**config.mk**
```make
export PLATFORM = sky130hd
export DESIGN_NAME = xor_share_arb
export DESIGN_NICKNAME = d
export VERILOG_FILES = /design/src/rtl/xor_arb_pkg.sv /design/src/rtl/rr_arbiter.sv /design/src/rtl/xor_share_arb.sv
export SDC_FILE = /design/constraint.sdc
export NUM_CORES = 1
export LEC_CHECK = 0
export ABC_AREA = 0
export BUFFER_PORTS_ARGS = -buffer_cell sky130_fd_sc_hd__buf_2
export CAP_MARGIN = 5
export CORE_MARGIN = 3
export CORE_UTILIZATION = 25
export CTS_CLUSTER_DIAMETER = 50
export DETAILED_ROUTE_END_ITERATION = 8
export PLACE_DENSITY_LB_ADDON = 0.1
export SLEW_MARGIN = 40
export SYNTH_ARGS = -nofsm -noshare
export SYNTH_HDL_FRONTEND = slang
export SYNTH_SLANG_ARGS = --single-unit
export TNS_END_PERCENT = 5
```
**constraint.sdc**
```tcl
create_clock -name clk -period 2.1 [get_ports clk]
set_input_delay 0.315 -clock clk [delete_from_list [all_inputs] [get_ports clk]]
set_output_delay 0.315 -clock clk [all_outputs]
set_load 0.1 [all_outputs]
```
**src/rtl/xor_arb_pkg.sv**
```systemverilog
// Shared constants, id-width helper and stage bundle for the XOR-sharing arbiter.
// Imported by the arbiter and the top level.
package xor_arb_pkg;

    localparam int N_DEF   = 4;
    localparam int W_DEF   = 8;
    localparam int LAT_DEF = 2;

    function automatic int id_width(input int n);
        return (n <= 2) ? 1 : $clog2(n);
    endfunction

    localparam int IDW_DEF = id_width(N_DEF);

    typedef struct packed {
        logic               valid;
        logic [W_DEF-1:0]   data;
        logic [IDW_DEF-1:0] id;
    } xor_stage_t;

endpackage

```
**src/rtl/rr_arbiter.sv**
```systemverilog
// Combinational round-robin pick: first request at or above ptr, modulo N.
// The pointer register lives in the caller.
module rr_arbiter
    import xor_arb_pkg::*;
#(
    parameter  int N   = N_DEF,
    localparam int IDW = id_width(N)
) (
    input  logic [N-1:0]   req,
    input  logic [IDW-1:0] ptr,
    output logic [N-1:0]   gnt,
    output logic [IDW-1:0] gnt_id,
    output logic           any
);

    always_comb begin
        gnt    = '0;
        gnt_id = '0;
        any    = 1'b0;
        for (int k = 0; k < N; k++) begin
            if (!any && req[(int'(ptr) + k) % N]) begin
                any    = 1'b1;
                gnt_id = IDW'((int'(ptr) + k) % N);
            end
        end
        gnt[gnt_id] = any;
    end

endmodule

```
**src/rtl/xor_share_arb.sv**
```systemverilog
// Round-robin sharing of one XOR unit among N requesters through a
// stallable LAT-stage pipeline with a tagged response port.
module xor_share_arb
    import xor_arb_pkg::*;
#(
    parameter  int N   = N_DEF,
    parameter  int W   = W_DEF,
    parameter  int LAT = LAT_DEF,
    localparam int IDW = id_width(N)
) (
    input  logic           clk,
    input  logic           rst_n,
    input  logic [N-1:0]   req_valid,
    output logic [N-1:0]   req_ready,
    input  logic [N*W-1:0] req_a,
    input  logic [N*W-1:0] req_b,
    output logic           rsp_valid,
    input  logic           rsp_ready,
    output logic [W-1:0]   rsp_data,
    output logic [IDW-1:0] rsp_id,
    output logic           busy
);

    typedef struct packed {
        logic           valid;
        logic [W-1:0]   data;
        logic [IDW-1:0] id;
    } stage_t;

    stage_t         stage_q [LAT];
    stage_t         stage0_d;
    logic [IDW-1:0] ptr_q;
    logic [IDW-1:0] ptr_d;
    logic [N-1:0]   gnt;
    logic [IDW-1:0] gnt_id;
    logic           any;
    logic           adv;

    rr_arbiter #(.N(N)) u_arb (
        .req    (req_valid),
        .ptr    (ptr_q),
        .gnt    (gnt),
        .gnt_id (gnt_id),
        .any    (any)
    );

    assign adv       = !stage_q[LAT-1].valid || rsp_ready;
    // rst_n gates the grant so nothing is offered while held in reset
    assign req_ready = gnt & {N{adv && rst_n}};

    always_comb begin
        ptr_d          = ptr_q;
        stage0_d.valid = any;
        stage0_d.data  = req_a[int'(gnt_id)*W +: W]
                       ^ req_b[int'(gnt_id)*W +: W];
        stage0_d.id    = gnt_id;
        if (adv && any) begin
            ptr_d = (int'(gnt_id) == N-1) ? '0 : gnt_id + 1'b1;
        end
    end

    always_ff @(posedge clk or negedge rst_n) begin
        if (!rst_n) begin
            ptr_q <= '0;
            for (int i = 0; i < LAT; i++) begin
                stage_q[i] <= '0;
            end
        end else begin
            ptr_q <= ptr_d;
            if (adv) begin
                stage_q[0] <= stage0_d;
                for (int i = 1; i < LAT; i++) begin
                    stage_q[i] <= stage_q[i-1];
                end
            end
        end
    end

    always_comb begin
        busy = 1'b0;
        for (int i = 0; i < LAT; i++) begin
            busy = busy | stage_q[i].valid;
        end
    end

    assign rsp_valid = stage_q[LAT-1].valid;
    assign rsp_data  = stage_q[LAT-1].data;
    assign rsp_id    = stage_q[LAT-1].id;

endmodule
```
==> results_tabular.tex <==
\begin{tabular}{lr}
\hline
Metric & Value \\
\hline
\multicolumn{2}{l}{\textbf{Outcome}} \\
Status & finished, final reports clean \\
\multicolumn{2}{l}{\textbf{Setup path}} \\
Startpoint types & flip-flop \\
Top delay family on crit path & simple AND/OR/NAND/NOR gates \\
CP Data Arrival Time & 1.71 ns \\
CP Data Required Time & roughly 1.8 ns \\
Ordered list of cells on the worst path & nand2\_1, nand3b\_1, a2bb2oi\_4, buf\_4, nor3b\_4, buf\_12 \\
Library cell contributing the largest single delay on the critical path & sky130\_fd\_sc\_hd\_\_dfrtp\_2 \\
Number of buffer and inverter stages on the critical path & 2 \\
Critical path start-end classification & flip-flop to output port \\
Critical Path Fanout Max & 4 \\
Endpoint type of the worst setup path & output port \\
Maximum single-stage delay on the critical path & 0.44 ns \\
\multicolumn{2}{l}{\textbf{Drt}} \\
DRC violations left & 0 \\
Routed length per instance & 11.44 um \\
Per-cell via count in the routed design & 4.209 \\
Detail Route Antenna Nets & 0 \\
Vias & 1,410 \\
DR iter-0 viols & 53 \\
Number of detailed-routing iterations run before antenna repair & 4 \\
Detailed Route WL & 3833 um \\
\multicolumn{2}{l}{\textbf{Cells and area}} \\
Count of nets after finishing & around 330 \\
Proportion of layout cells with a drive suffix above 1 & 49.22\% \\
Antenna diode count & 0 \\
Area Overhead vs Synth & 41.96\% \\
Share of the core filled with cells & 36.85\% \\
\multicolumn{2}{l}{\textbf{Die}} \\
Starting Density & between 20\% and 30\% \\
Floorplan core area & around 6400 sq um \\
Placement Rows & 29 \\
Width of the die & 87.44 um \\
Height of the die & $\sim$87 um \\
Total I/O pin count & 87 \\
Full die area & 7645 sq um \\
\multicolumn{2}{l}{\textbf{STA}} \\
Final setup violation count & 0 \\
Min cycle time layout & 2.021 ns \\
Unrepaired setup endpoints after global routing & yes \\
Total negative setup slack & 0 ns \\
Fin Clk Skew & 0.005749 ns \\
Actual transition at the worst max-transition pin & 0.7854 ns \\
Hold Vio Cnt, Final & 0 \\
Post-route fraction of the period consumed by the critical path & 96.25\% \\
Max transition margin & a little under half \\
Upper clock frequency limit & 494.8 MHz \\
Final Max Slew Viols & 0 \\
\multicolumn{2}{l}{\textbf{Logic synthesis}} \\
Post-synth EDFFs & 0 \\
Top-area cell type share of the netlist area & 36.23\% \\
Post-Syn Instances & 171 \\
Number of distinct library cells after synthesis & 29 \\
Post-synthesis async set-or-reset flop share & 100.0\% \\
Post-Synthesis Net Count & 243 \\
Syn Std Cell Area & approximately 1700 sq um \\
Top cell types by occurrence after synthesis & 35 x sky130\_fd\_sc\_hd\_\_nand2\_1, 32 x sky130\_fd\_sc\_hd\_\_xor2\_1, 24 x sky130\_fd\_sc\_hd\_\_dfrtp\_1, 17 x sky130\_fd\_sc\_hd\_\_mux2i\_1, 12 x sky130\_fd\_sc\_hd\_\_nor2\_1 \\
Most frequently used flop master after synthesis & sky130\_fd\_sc\_hd\_\_dfrtp\_1 \\
Count leader, synth & sky130\_fd\_sc\_hd\_\_nand2\_1 \\
Warning count from the yosys run & 0 \\
Proportion of synthesized chip area in sequential cells & approximately 36\% \\
Number of synthesized register bits & 24 \\
Leading cell types by total area after synthesis & sky130\_fd\_sc\_hd\_\_dfrtp\_1 36\%, sky130\_fd\_sc\_hd\_\_xor2\_1 17\%, sky130\_fd\_sc\_hd\_\_mux2i\_1 10\% \\
Synth area leader & sky130\_fd\_sc\_hd\_\_dfrtp\_1 \\
Average instance area after synthesis & 9.695 sq um \\
\multicolumn{2}{l}{\textbf{GRT}} \\
Overall routing resource usage & 9.885\% \\
Number of antenna violations at the first check in global routing & 0 \\
Global route total overflow & 0 \\
Vias in the first global route & about 1,300 \\
Global-route wire length before repair & roughly 6000 um \\
Pin count of the biggest net entering global routing & 23 \\
\multicolumn{2}{l}{\textbf{CTS}} \\
Register clock-pin slew on the reported worst setup and hold paths & about 0.070 ns \\
Largest buffer count on any clock path & 2 \\
H-tree lvl count & 1 \\
Clock latency at the later pin of the worst-skew pair & 0.26 ns \\
CTS tree & built \\
CTS root buf & sky130\_fd\_sc\_hd\_\_clkbuf\_8 \\
Num CTS Buffers & 3 \\
Number of sinks handled by clock tree synthesis & 24 \\
\multicolumn{2}{l}{\textbf{Placed design}} \\
I/O Buffers & 86 \\
Final GP Congestion & 0.7503 \\
HPWL reported at the end of detailed placement & between 3000 and 4000 um \\
\multicolumn{2}{l}{\textbf{Worst hold path}} \\
Class of the tightest hold or removal check & input pin to async pin \\
\multicolumn{2}{l}{\textbf{Power}} \\
Max rail drop VDD & 0.8350 mV \\
Ratio of total power to cell area & 1020 nW/um\^{}2 \\
Leakage power total & 1.197 nW \\
\multicolumn{2}{l}{\textbf{Flow run}} \\
Max Cap Viol & 0 \\
\hline
\end{tabular}
## cell families (layout without fill, tap and decap cells)
family | Yosys count | in the layout | share of synthesized area [%]
muxes | 18 | 18 | 10.94
xor gates and xnor gates | 32 | 32 | 16.91
buffers and inverters | 18 | 105 | 7.471
adders and majority gates | 1 | 1 | 0.7546
DFF | 24 | 24 | 36.23
and+or+nand+nor | 61 | 61 | 16.60
AOI/OAI and AO/OA | 17 | 17 | 11.09
## stage by stage
step	hold slack, ns	cell area [sq um]	setup slack [ns]	std cells	power, mW
floorplan	0.01941	1712	-0.2202	171	1.874
global placement	0.1560	2253	0.1949	326	2.102
detailed placement	0.1494	2253	0.1592	326	2.108
CTS	0.4213	2326	0.01872	333	2.416
global route	0.4253	2354	-0.007326	335	2.563
finish	0.4292	2354	0.07879	335	2.399
## final cells by class
type	count	area, sq um
Clock buffer	4	45.04
Inverter	2	7.507
Tap cell	77	96.34
Multi-Input combinational cell	129	1008
Timing Repair Buffer	99	590.6
Fill cell	686	4033
Sequential cell	24	605.6
## layer usage
| metal | routed length [um] | GRT usage (%) | vias to the layer above |
|---|---|---|---|
| met1 | 1795 | 13.78 | 625 |
| met5 | 0 | 0 | - |
| met4 | 19 | 1.953 | 0 |
| li1 | - | - | 735 |
| met2 | 1734 | 15.21 | 48 |
| met3 | 284 | 2.838 | 2 |
## flip-flops by register name (all words and copies together), names as in the netlist
signal,cells
rsp_valid,1
rsp_data,8
rsp_id,2
stage_q,11
ptr_q,2
## worst paths after layout
path / start / end / slack [ns] / cells after the start
max: ptr_q[1] / req_ready[2] / 0.08 / 6
min: rst_n / stage_q[20] / 0.43 / 2
max reg2reg: ptr_q[1] / stage_q[17] / 0.39 / 7
min reg2reg: rsp_data[6] / rsp_data[6] / 0.46 / 2
max in group asynchronous: rst_n / rsp_valid / 1.15 / 3
min in group clk: req_b[0] / stage_q[13] / 0.46 / 4
## cell usage in the layout, fill, tap and decap left out, drive strengths merged, types with 3 or more instances in the layout
cell / Yosys / layout
a21oi: 5 / 5
buf: 13 / 98
nor2: 13 / 13
xor2: 32 / 32
nand2: 35 / 35
dfrtp: 24 / 24
clkbuf: 3 / 4
a221oi: 8 / 8
mux2i: 17 / 17
nor3b: 3 / 3
## repair_timing
action	4_1_cts	5_1_grt
pin swaps	0	2
hold endpoints to repair	2	0
gates resized for setup	2	3
setup buffers	2	2
endpoints found under the setup margin	2	1
hold buffers	1	0
## power breakdown
group,total (mW),switching (mW),internal (mW)
logic,1.42,0.937,0.479
registers,0.717,0.0955,0.622
clock network,0.266,0.131,0.135
total,2.40,1.16,1.24
## worst register-to-register path: stages (launching register included)
cell,delay (ns)
sky130_fd_sc_hd__dfrtp_2,0.40
sky130_fd_sc_hd__mux2i_1,0.20
sky130_fd_sc_hd__a21oi_1,0.09
sky130_fd_sc_hd__and2b_2,0.22
sky130_fd_sc_hd__buf_4,0.14
sky130_fd_sc_hd__buf_4,0.13
sky130_fd_sc_hd__nor2_4,0.30
sky130_fd_sc_hd__a221oi_2,0.11
No activity file was read; power rests on OpenSTA's default activity.
